[config.mk]
export PLATFORM = sky130hd
export DESIGN_NAME = sram_arbiter_flat
export DESIGN_NICKNAME = d
export VERILOG_FILES = /design/src/rtl/sram_arb_pkg.sv /design/src/rtl/sram_arbiter_if.sv /design/src/rtl/sram_arb_grant.sv /design/src/rtl/sram_arbiter.sv /design/src/flat_wrapper.sv
export SDC_FILE = /design/constraint.sdc
export NUM_CORES = 1
export LEC_CHECK = 0
export CORE_MARGIN = 8
export CORE_UTILIZATION = 27
export DETAILED_ROUTE_END_ITERATION = 7
export MAX_ROUTING_LAYER = met4
export PLACE_DENSITY = 0.82
export SYNTH_ARGS = -nofsm -noshare
export SYNTH_HDL_FRONTEND = slang
export SYNTH_SLANG_ARGS = --single-unit
[constraint.sdc]
create_clock -name clk -period 2.1 [get_ports clk]
set_clock_uncertainty 0.2 [all_clocks]
set_input_delay 0.315 -clock clk [delete_from_list [all_inputs] [get_ports clk]]
set_output_delay 0.315 -clock clk [all_outputs]
set_load 0.01 [all_outputs]
[src/rtl/sram_arb_pkg.sv]
// sram_arb_pkg: shared types and constants for the SRAM arbiter slice.
// Optional feature macro: SRAM_ARB_RR_EN (round-robin arbitration instead of
// fixed priority with a starvation guard).
package sram_arb_pkg;

  // Data path width of the SRAM controller (one 16-bit word per access).
  localparam int DW = 16;

  // One mask bit per byte; the controller masks are active-low.
  localparam int WSTRB_W = DW / 8;

  // Widest word address a request record can carry. Narrower buses are
  // zero-extended into the record and sliced back down on the way out.
  localparam int AW_MAX = 32;

  // Starvation counter width; covers the legal STARVE_MAX range 1..15.
  localparam int STARVE_CNT_W = 4;

  // Number of requesting ports.
  localparam int N_PORTS = 2;

  // Which port owns the controller this cycle.
  typedef enum logic [1:0] {
    GNT_NONE = 2'd0,
    GNT_P0   = 2'd1,
    GNT_P1   = 2'd2
  } grant_e;

  // One port's request as presented to the controller.
  typedef struct packed {
    logic                read;
    logic                write;
    logic [AW_MAX-1:0]   address;
    logic [DW-1:0]       wdata;
    logic [WSTRB_W-1:0]  wstrb;
  } sram_req_t;

  // Build a request record with the controller-facing rules already applied:
  // write wins over a simultaneous read, and reads always enable both bytes.
  function automatic sram_req_t make_req(
    input logic               read,
    input logic               write,
    input logic [AW_MAX-1:0]  address,
    input logic [DW-1:0]      wdata,
    input logic [WSTRB_W-1:0] wstrb
  );
    sram_req_t r;
    r.write   = write;
    r.read    = read & ~write;
    r.address = address;
    r.wdata   = wdata;
    r.wstrb   = write ? wstrb : '0;
    return r;
  endfunction

  // A port is requesting when it wants either a read or a write.
  function automatic logic req_active(input sram_req_t r);
    return r.read | r.write;
  endfunction

endpackage

[src/rtl/sram_arbiter_if.sv]
// sram_arbiter_if: bundles both requester ports and the controller-side
// request bus of the SRAM arbiter.
// The slave modport is the arbiter's view; the master modport is the view of
// the surrounding system (requesters plus SRAM controller).
// Related feature macro: SRAM_ARB_RR_EN (no effect on this interface).
interface sram_arbiter_if #(
  parameter int AW = 18,
  parameter int DW = 16
);

  // Port 0: video / screen refresh reader (high priority)
  logic              p0_read;
  logic              p0_write;
  logic [AW-1:0]     p0_address;
  logic [DW-1:0]     p0_wdata;
  logic [DW/8-1:0]   p0_wstrb;
  logic              p0_ready;
  logic              p0_rvalid;
  logic [DW-1:0]     p0_rdata;

  // Port 1: CPU data memory (low priority)
  logic              p1_read;
  logic              p1_write;
  logic [AW-1:0]     p1_address;
  logic [DW-1:0]     p1_wdata;
  logic [DW/8-1:0]   p1_wstrb;
  logic              p1_ready;
  logic              p1_rvalid;
  logic [DW-1:0]     p1_rdata;

  // Controller request bus
  logic              m_read;
  logic              m_write;
  logic [AW-1:0]     m_address;
  logic [DW-1:0]     m_wdata;
  logic [DW/8-1:0]   m_wstrb;
  logic [DW-1:0]     m_rdata;

  modport slave (
    input  p0_read, p0_write, p0_address, p0_wdata, p0_wstrb,
    output p0_ready, p0_rvalid, p0_rdata,
    input  p1_read, p1_write, p1_address, p1_wdata, p1_wstrb,
    output p1_ready, p1_rvalid, p1_rdata,
    output m_read, m_write, m_address, m_wdata, m_wstrb,
    input  m_rdata
  );

  modport master (
    output p0_read, p0_write, p0_address, p0_wdata, p0_wstrb,
    input  p0_ready, p0_rvalid, p0_rdata,
    output p1_read, p1_write, p1_address, p1_wdata, p1_wstrb,
    input  p1_ready, p1_rvalid, p1_rdata,
    input  m_read, m_write, m_address, m_wdata, m_wstrb,
    output m_rdata
  );

endinterface

[src/rtl/sram_arb_grant.sv]
// sram_arb_grant: pure combinational grant selection for the SRAM arbiter.
// Default: fixed priority (port 0 wins ties) with a forced port-1 grant once
// port 1 has been denied STARVE_MAX cycles in a row.
// With SRAM_ARB_RR_EN defined: round robin on ties, using last_grant
// (0 = port 0 granted last, 1 = port 1 granted last).
module sram_arb_grant
  import sram_arb_pkg::*;
#(
  parameter int STARVE_MAX = 3
) (
  input  logic                    req0,
  input  logic                    req1,
  input  logic [STARVE_CNT_W-1:0] starve_cnt,
  input  logic                    last_grant,
  output grant_e                  grant
);

`ifdef SRAM_ARB_RR_EN

  // The starvation counter has no role under round robin.
  logic unused_starve_cnt;
  assign unused_starve_cnt = ^starve_cnt;

  // Round robin: a tie goes to the port that did not win last time.
  always_comb begin
    grant = GNT_NONE;
    if (req0 && req1) begin
      grant = last_grant ? GNT_P0 : GNT_P1;
    end else if (req0) begin
      grant = GNT_P0;
    end else if (req1) begin
      grant = GNT_P1;
    end
  end

`else

  localparam logic [STARVE_CNT_W-1:0] STARVE_LIMIT = STARVE_CNT_W'(STARVE_MAX);

  // Fixed priority only looks at the starvation counter, not grant history.
  logic unused_last_grant;
  assign unused_last_grant = last_grant;

  // Fixed priority: port 0 first, unless port 1 has waited long enough.
  always_comb begin
    grant = GNT_NONE;
    if (req1 && (starve_cnt == STARVE_LIMIT)) begin
      grant = GNT_P1;
    end else if (req0) begin
      grant = GNT_P0;
    end else if (req1) begin
      grant = GNT_P1;
    end
  end

`endif

endmodule

[src/rtl/sram_arbiter.sv]
// sram_arbiter: shares one SRAM controller between a high-priority video
// reader (port 0) and the CPU data port (port 1). One grant per cycle, grant
// is combinational, read responses come back one cycle later with a
// registered rvalid to the port that issued the read.
// Feature macro: SRAM_ARB_RR_EN selects round-robin arbitration; when it is
// undefined, fixed priority with a port-1 starvation guard is used.
module sram_arbiter
  import sram_arb_pkg::*;
#(
  parameter int AW         = 18,
  parameter int DW         = 16,
  parameter int STARVE_MAX = 3
) (
  input  logic          clk,
  input  logic          reset,
  sram_arbiter_if.slave bus
);

  genvar gi;

  // Normalised requests from both ports (write wins, reads unmask all bytes).
  sram_req_t                port_req [N_PORTS];
  logic [N_PORTS-1:0]       port_want;
  logic [N_PORTS-1:0]       port_gnt;
  logic [N_PORTS-1:0]       port_rd_acc;
  logic [N_PORTS-1:0]       rvalid_out;

  grant_e                   grant;
  sram_req_t                sel_req;
  logic [STARVE_CNT_W-1:0]  starve_cnt;
  logic                     last_grant_reg;
  logic                     last_grant_next;
  logic [DW-1:0]            rdata_fwd;
  logic                     unused_sel_addr;

  assign port_req[0] = make_req(bus.p0_read, bus.p0_write,
                                AW_MAX'(bus.p0_address),
                                bus.p0_wdata, bus.p0_wstrb);
  assign port_req[1] = make_req(bus.p1_read, bus.p1_write,
                                AW_MAX'(bus.p1_address),
                                bus.p1_wdata, bus.p1_wstrb);

  // Per-port request qualification, read tracking and response valid.
  // Requests are masked during reset so nothing can be granted then.
  generate
    for (gi = 0; gi < N_PORTS; gi++) begin : g_port
      logic rvalid_reg;

      assign port_want[gi]   = req_active(port_req[gi]) & ~reset;
      assign port_rd_acc[gi] = port_gnt[gi] & port_req[gi].read;

      // Flag the cycle after an accepted read so the port picks up m_rdata.
      always_ff @(posedge clk) begin
        if (reset) begin
          rvalid_reg <= 1'b0;
        end else begin
          rvalid_reg <= port_rd_acc[gi];
        end
      end

      // A read accepted just before reset must not surface during reset.
      assign rvalid_out[gi] = rvalid_reg & ~reset;
    end
  endgenerate

  sram_arb_grant #(
    .STARVE_MAX (STARVE_MAX)
  ) u_grant (
    .req0       (port_want[0]),
    .req1       (port_want[1]),
    .starve_cnt (starve_cnt),
    .last_grant (last_grant_reg),
    .grant      (grant)
  );

  assign port_gnt[0] = (grant == GNT_P0);
  assign port_gnt[1] = (grant == GNT_P1);

`ifndef SRAM_ARB_RR_EN

  localparam logic [STARVE_CNT_W-1:0] STARVE_LIMIT = STARVE_CNT_W'(STARVE_MAX);

  logic [STARVE_CNT_W-1:0] starve_cnt_reg;
  logic [STARVE_CNT_W-1:0] starve_cnt_next;

  // Count consecutive cycles port 1 asks and loses; saturate at the limit,
  // clear as soon as it wins or stops asking.
  always_comb begin
    starve_cnt_next = '0;
    if (port_want[1] && !port_gnt[1]) begin
      if (starve_cnt_reg != STARVE_LIMIT) begin
        starve_cnt_next = starve_cnt_reg + 1'b1;
      end else begin
        starve_cnt_next = starve_cnt_reg;
      end
    end
  end

  // Starvation counter state.
  always_ff @(posedge clk) begin
    if (reset) begin
      starve_cnt_reg <= '0;
    end else begin
      starve_cnt_reg <= starve_cnt_next;
    end
  end

  assign starve_cnt = starve_cnt_reg;

`else

  // Round robin never forces a grant, so the counter stays at zero.
  assign starve_cnt = '0;

`endif

  // Remember which port won most recently (1 = port 1), held when idle.
  always_comb begin
    last_grant_next = last_grant_reg;
    if (port_gnt[0]) begin
      last_grant_next = 1'b0;
    end else if (port_gnt[1]) begin
      last_grant_next = 1'b1;
    end
  end

  // Grant history register; reset favours port 0 on the first tie.
  always_ff @(posedge clk) begin
    if (reset) begin
      last_grant_reg <= 1'b1;
    end else begin
      last_grant_reg <= last_grant_next;
    end
  end

  // Steer the granted port's fields onto the controller bus; idle is all-zero.
  always_comb begin
    sel_req = '0;
    unique case (grant)
      GNT_P0:  sel_req = port_req[0];
      GNT_P1:  sel_req = port_req[1];
      default: sel_req = '0;
    endcase
  end

  // Upper record bits beyond AW are always zero by construction.
  assign unused_sel_addr = ^sel_req.address;

  assign bus.m_read    = sel_req.read;
  assign bus.m_write   = sel_req.write;
  assign bus.m_address = sel_req.address[AW-1:0];
  assign bus.m_wdata   = sel_req.wdata;
  assign bus.m_wstrb   = sel_req.wstrb;

  assign bus.p0_ready  = port_gnt[0];
  assign bus.p1_ready  = port_gnt[1];
  assign bus.p0_rvalid = rvalid_out[0];
  assign bus.p1_rvalid = rvalid_out[1];

  // Both ports see the controller data; rvalid says whose it is.
  assign rdata_fwd     = bus.m_rdata;
  assign bus.p0_rdata  = rdata_fwd;
  assign bus.p1_rdata  = rdata_fwd;

endmodule

[src/flat_wrapper.sv]
// flat-port wrapper written by rule: the top's interface ports become plain ports
module sram_arbiter_flat import sram_arb_pkg::*;
#(
  parameter int AW         = 18,
  parameter int DW         = 16,
  parameter int STARVE_MAX = 3
)
  (clk, reset, bus_p0_read, bus_p0_write, bus_p0_address, bus_p0_wdata, bus_p0_wstrb, bus_p0_ready, bus_p0_rvalid, bus_p0_rdata, bus_p1_read, bus_p1_write, bus_p1_address, bus_p1_wdata, bus_p1_wstrb, bus_p1_ready, bus_p1_rvalid, bus_p1_rdata, bus_m_read, bus_m_write, bus_m_address, bus_m_wdata, bus_m_wstrb, bus_m_rdata);
  sram_arbiter_if #(.AW(AW), .DW(DW)) bus_i ();
  input  logic clk;
  input  logic reset;
  input wire logic [$bits(bus_i.p0_read)-1:0] bus_p0_read;
  input wire logic [$bits(bus_i.p0_write)-1:0] bus_p0_write;
  input wire logic [$bits(bus_i.p0_address)-1:0] bus_p0_address;
  input wire logic [$bits(bus_i.p0_wdata)-1:0] bus_p0_wdata;
  input wire logic [$bits(bus_i.p0_wstrb)-1:0] bus_p0_wstrb;
  output wire logic [$bits(bus_i.p0_ready)-1:0] bus_p0_ready;
  output wire logic [$bits(bus_i.p0_rvalid)-1:0] bus_p0_rvalid;
  output wire logic [$bits(bus_i.p0_rdata)-1:0] bus_p0_rdata;
  input wire logic [$bits(bus_i.p1_read)-1:0] bus_p1_read;
  input wire logic [$bits(bus_i.p1_write)-1:0] bus_p1_write;
  input wire logic [$bits(bus_i.p1_address)-1:0] bus_p1_address;
  input wire logic [$bits(bus_i.p1_wdata)-1:0] bus_p1_wdata;
  input wire logic [$bits(bus_i.p1_wstrb)-1:0] bus_p1_wstrb;
  output wire logic [$bits(bus_i.p1_ready)-1:0] bus_p1_ready;
  output wire logic [$bits(bus_i.p1_rvalid)-1:0] bus_p1_rvalid;
  output wire logic [$bits(bus_i.p1_rdata)-1:0] bus_p1_rdata;
  output wire logic [$bits(bus_i.m_read)-1:0] bus_m_read;
  output wire logic [$bits(bus_i.m_write)-1:0] bus_m_write;
  output wire logic [$bits(bus_i.m_address)-1:0] bus_m_address;
  output wire logic [$bits(bus_i.m_wdata)-1:0] bus_m_wdata;
  output wire logic [$bits(bus_i.m_wstrb)-1:0] bus_m_wstrb;
  input wire logic [$bits(bus_i.m_rdata)-1:0] bus_m_rdata;
  assign bus_i.p0_read = bus_p0_read;
  assign bus_i.p0_write = bus_p0_write;
  assign bus_i.p0_address = bus_p0_address;
  assign bus_i.p0_wdata = bus_p0_wdata;
  assign bus_i.p0_wstrb = bus_p0_wstrb;
  assign bus_p0_ready = bus_i.p0_ready;
  assign bus_p0_rvalid = bus_i.p0_rvalid;
  assign bus_p0_rdata = bus_i.p0_rdata;
  assign bus_i.p1_read = bus_p1_read;
  assign bus_i.p1_write = bus_p1_write;
  assign bus_i.p1_address = bus_p1_address;
  assign bus_i.p1_wdata = bus_p1_wdata;
  assign bus_i.p1_wstrb = bus_p1_wstrb;
  assign bus_p1_ready = bus_i.p1_ready;
  assign bus_p1_rvalid = bus_i.p1_rvalid;
  assign bus_p1_rdata = bus_i.p1_rdata;
  assign bus_m_read = bus_i.m_read;
  assign bus_m_write = bus_i.m_write;
  assign bus_m_address = bus_i.m_address;
  assign bus_m_wdata = bus_i.m_wdata;
  assign bus_m_wstrb = bus_i.m_wstrb;
  assign bus_i.m_rdata = bus_m_rdata;
  sram_arbiter #(.AW(AW), .DW(DW), .STARVE_MAX(STARVE_MAX)) u_core (.clk(clk), .reset(reset), .bus(bus_i));
endmodule
==> reports/metrics.cfg <==
[die]
core_area_um2 = 5070
io_pins = 168
die_area_um2 = 7820
die_h_um = 88.4
initial_utilization = 0.279
num_rows = 26
die_x_um = 88.4

[synth]
synth_common_cells = o211ai_1 (68), a21oi_1 (35), buf_4 (32)
synth-main-ff-cell = dfxtp_1
synth_cells = 201
synthTopCellsByArea = o211ai_1 (36%), buf_4 (17%), a21oi_1 (12%)
yosysTopAreaCell = o211ai_1
synth.most_common_cell = o211ai_1
synth_warnings = 0
syn_nets = 296
ys_seq_area_frac = 0.0848
synth_cell_types = 30
synth_area_um2 = 1420
synth_edf_count = 0
synth.top_cell.area_share = 0.360
yosys_register_bits = 6
ys_async_sr_fraction = 0
syn_avg_cell_area_um2 = 7.05

[clocking]
cts.sinks = 6
clockBufferDepth = 2
cts_tree = yes
path_clk_slew_ns = 0.04
holdBufCountCts = 0
clk_latency_ns = 0.22
htreeDepth = 1
root_buffer = clkbuf_8
cts_buffers = 3

[worst_setup_path]
crit_slowest_cell = or3b_4
cpPeakStageDelay_ns = 0.43
critPathRequiredTime_ns = 1.58
crit_chain = ha_4, or3b_4, buf_4, a21oi_4, a32o_1, buf_2
critPathTopFamily = simple AND/OR/NAND/NOR gates
cp_data_arrival_time_ns = 1.75
crit_type = register to output port
r2r_slack_ns = 0.39
cp_max_fo = 5
worstSetupStartpointType = register
setup.worst_path.end_class = output port
critical_path_buf_inv_count = 2

[power_and_ir_drop]
share_comb_of_total_power = 0.619
p_total_mw = 0.761
power.switching_mw = 0.246
max-vdd-ir-drop_mv = 0.304
power_frac_clock = 0.221
intPower_mw = 0.515
seq_power_share = 0.160
cellPowerDensity_nw_per_um2 = 283
p_leak_nw = 1.08
switching_share = 0.323

[layout]
fin_util = 0.530
diodes = 0
nets = 402
syn_to_final_growth_pct = 90.0
drive_gt1_frac = 0.328
fillerInstances = 514
largest_reg_flops = 4

[drt]
avgRoutedWirePerCell_um = 18.3
vias = 1993
drt-total-wl_mm = 6.85
viasPerCell = 5.31
initialDrtViolationCount = 83
first_pass_iters = 5
final_antenna_net_count = 0
drc = 0

[place]
hpwlAfterDp_mm = 5.02
gp_congestion = 0.805
port_buffers = 119

[grt]
first_global_vias = 2057
antenna_found_initial = 0
overflow = 0
track_usage = 0.170
grt_pass1_wl_mm = 10.5
grt_start_max_net_pins = 31

[sta]
post-route-period-util = 1.08
slew_viol_final = 0
hold_viol = 0
rsz0062_at_grt = true
timing.final.ws_setup_ns = -0.164
finalSetupViolCount = 38
whs_ns = 0.333
max_freq_mhz = 442
period_minus_slack_ns = 2.26
tightest_slew_ns = 0.294
relSlewSlack = 0.802

[run_status]
status = finished with violations
violations = negative setup slack

[flow_run]
maxCapViolations = 0

[worst_hold_path]
hold_class = register to register

==> placed cells by master (no fill, tap or decap), types with 2 or more instances in the layout <==
master           netlist  routed
buf_2                 13      40
buf_4                 32      25
dfxtp_1                6       4
nor2_2                 0       2
clkbuf_8               0       3
nor2_4                 0       2
dfxtp_2                0       2
nor2b_1                2       2
buf_6                  3       6
dlygate4sd2_1          0       6
inv_1                  2       2
a32o_1                 2       2
or2_4                  0       2
nor3_1                 3       2
a21oi_1               35      34
o211ai_1              68      68
buf_12                 0       9
and2_1                 2       2
clkdlybuf4s50_1        0      73
==> worst paths after layout <==
| check | endpoint | cells after the start | start |
|---|---|---|---|
| worst min-delay path | u_core.starve_cnt[0]$_SDFFE_PP0P_ | 2 | u_core.starve_cnt[0]$_SDFFE_PP0P_ |
| worst min register to register | u_core.starve_cnt[0]$_SDFFE_PP0P_ | 2 | u_core.starve_cnt[0]$_SDFFE_PP0P_ |
| worst max-delay path | bus_m_wstrb[1] | 6 | u_core.starve_cnt[1]$_SDFFE_PP0P_ |
| worst max register to register | u_core.g_port[0].rvalid_reg$_SDFF_PP0_ | 6 | u_core.starve_cnt[1]$_SDFFE_PP0P_ |
==> worst register-to-register path, cell delays in order (launching register included) <==
cell and delay, ns:
dfxtp_2 0.34, ha_4 0.14, or3b_4 0.43, buf_6 0.16, o211ai_4 0.17, buf_4 0.13, inv_1 0.03
==> timing repair <==
item | CTS | global route
setup endpoints to repair | 42 | 40
setup buffers | 6 | 3
cloned | 2 | 0
gates resized for setup | 189 | 5
pin swaps | 12 | 6
endpoints found under the hold margin | 0 | 0
==> per-layer routing <==
metal | part of all wire | global-route usage
met5 | 0 | -
met1 | 0.40 | 0.190
met3 | 0.071 | 0.0288
met4 | 0.014 | 0.0461
met2 | 0.52 | 0.304
==> cell type report <==
type / instances / area (um^2) / area share
clock buffers: 3 / 41.3 / 0.0153
inverters: 2 / 7.51 / 0.00279
multi-input cells: 134 / 981 / 0.364
flip-flops and latches: 6 / 123 / 0.0456
well taps: 70 / 87.6 / 0.0325
repair buffers: 160 / 1450 / 0.539
==> stage by stage <==
step	TNS, ns	setup slack (ns)	instances	instance area, um^2
6_report	-4.27	-0.164	375	2690
5_1_grt	-6.73	-0.227	375	2690
4_1_cts	-4.40	-0.189	373	2650
3_5_place_dp	-18.82	-0.542	363	2670
3_3_place_gp	-16.96	-0.502	363	2670
2_1_floorplan	0	0.149	201	1420
==> power groups by stage <==
stage	Combinational [mW]	Clock [mW]	Sequential, mW
floorplan	0.234	0	0.122
global placement	0.482	0	0.122
detailed placement	0.492	0	0.122
finish	0.471	0.168	0.122
global route	0.505	0.180	0.122
CTS	0.466	0.171	0.122
==> kinds of logic (layout without fill, tap and decap cells) <==
logic type | Yosys count | in the layout | synth area share
AOI/OAI and AO/OA | 109 | 109 | 0.525
xor gates and xnor gates | 1 | 1 | 0.00618
adders and majority gates | 1 | 1 | 0.00883
buffers and inverters | 61 | 165 | 0.274
DFF | 6 | 6 | 0.0848
muxes | 1 | 1 | 0.00707
and+or+nand+nor | 22 | 22 | 0.0945
Note: power is estimated with default switching activity, not from simulation.
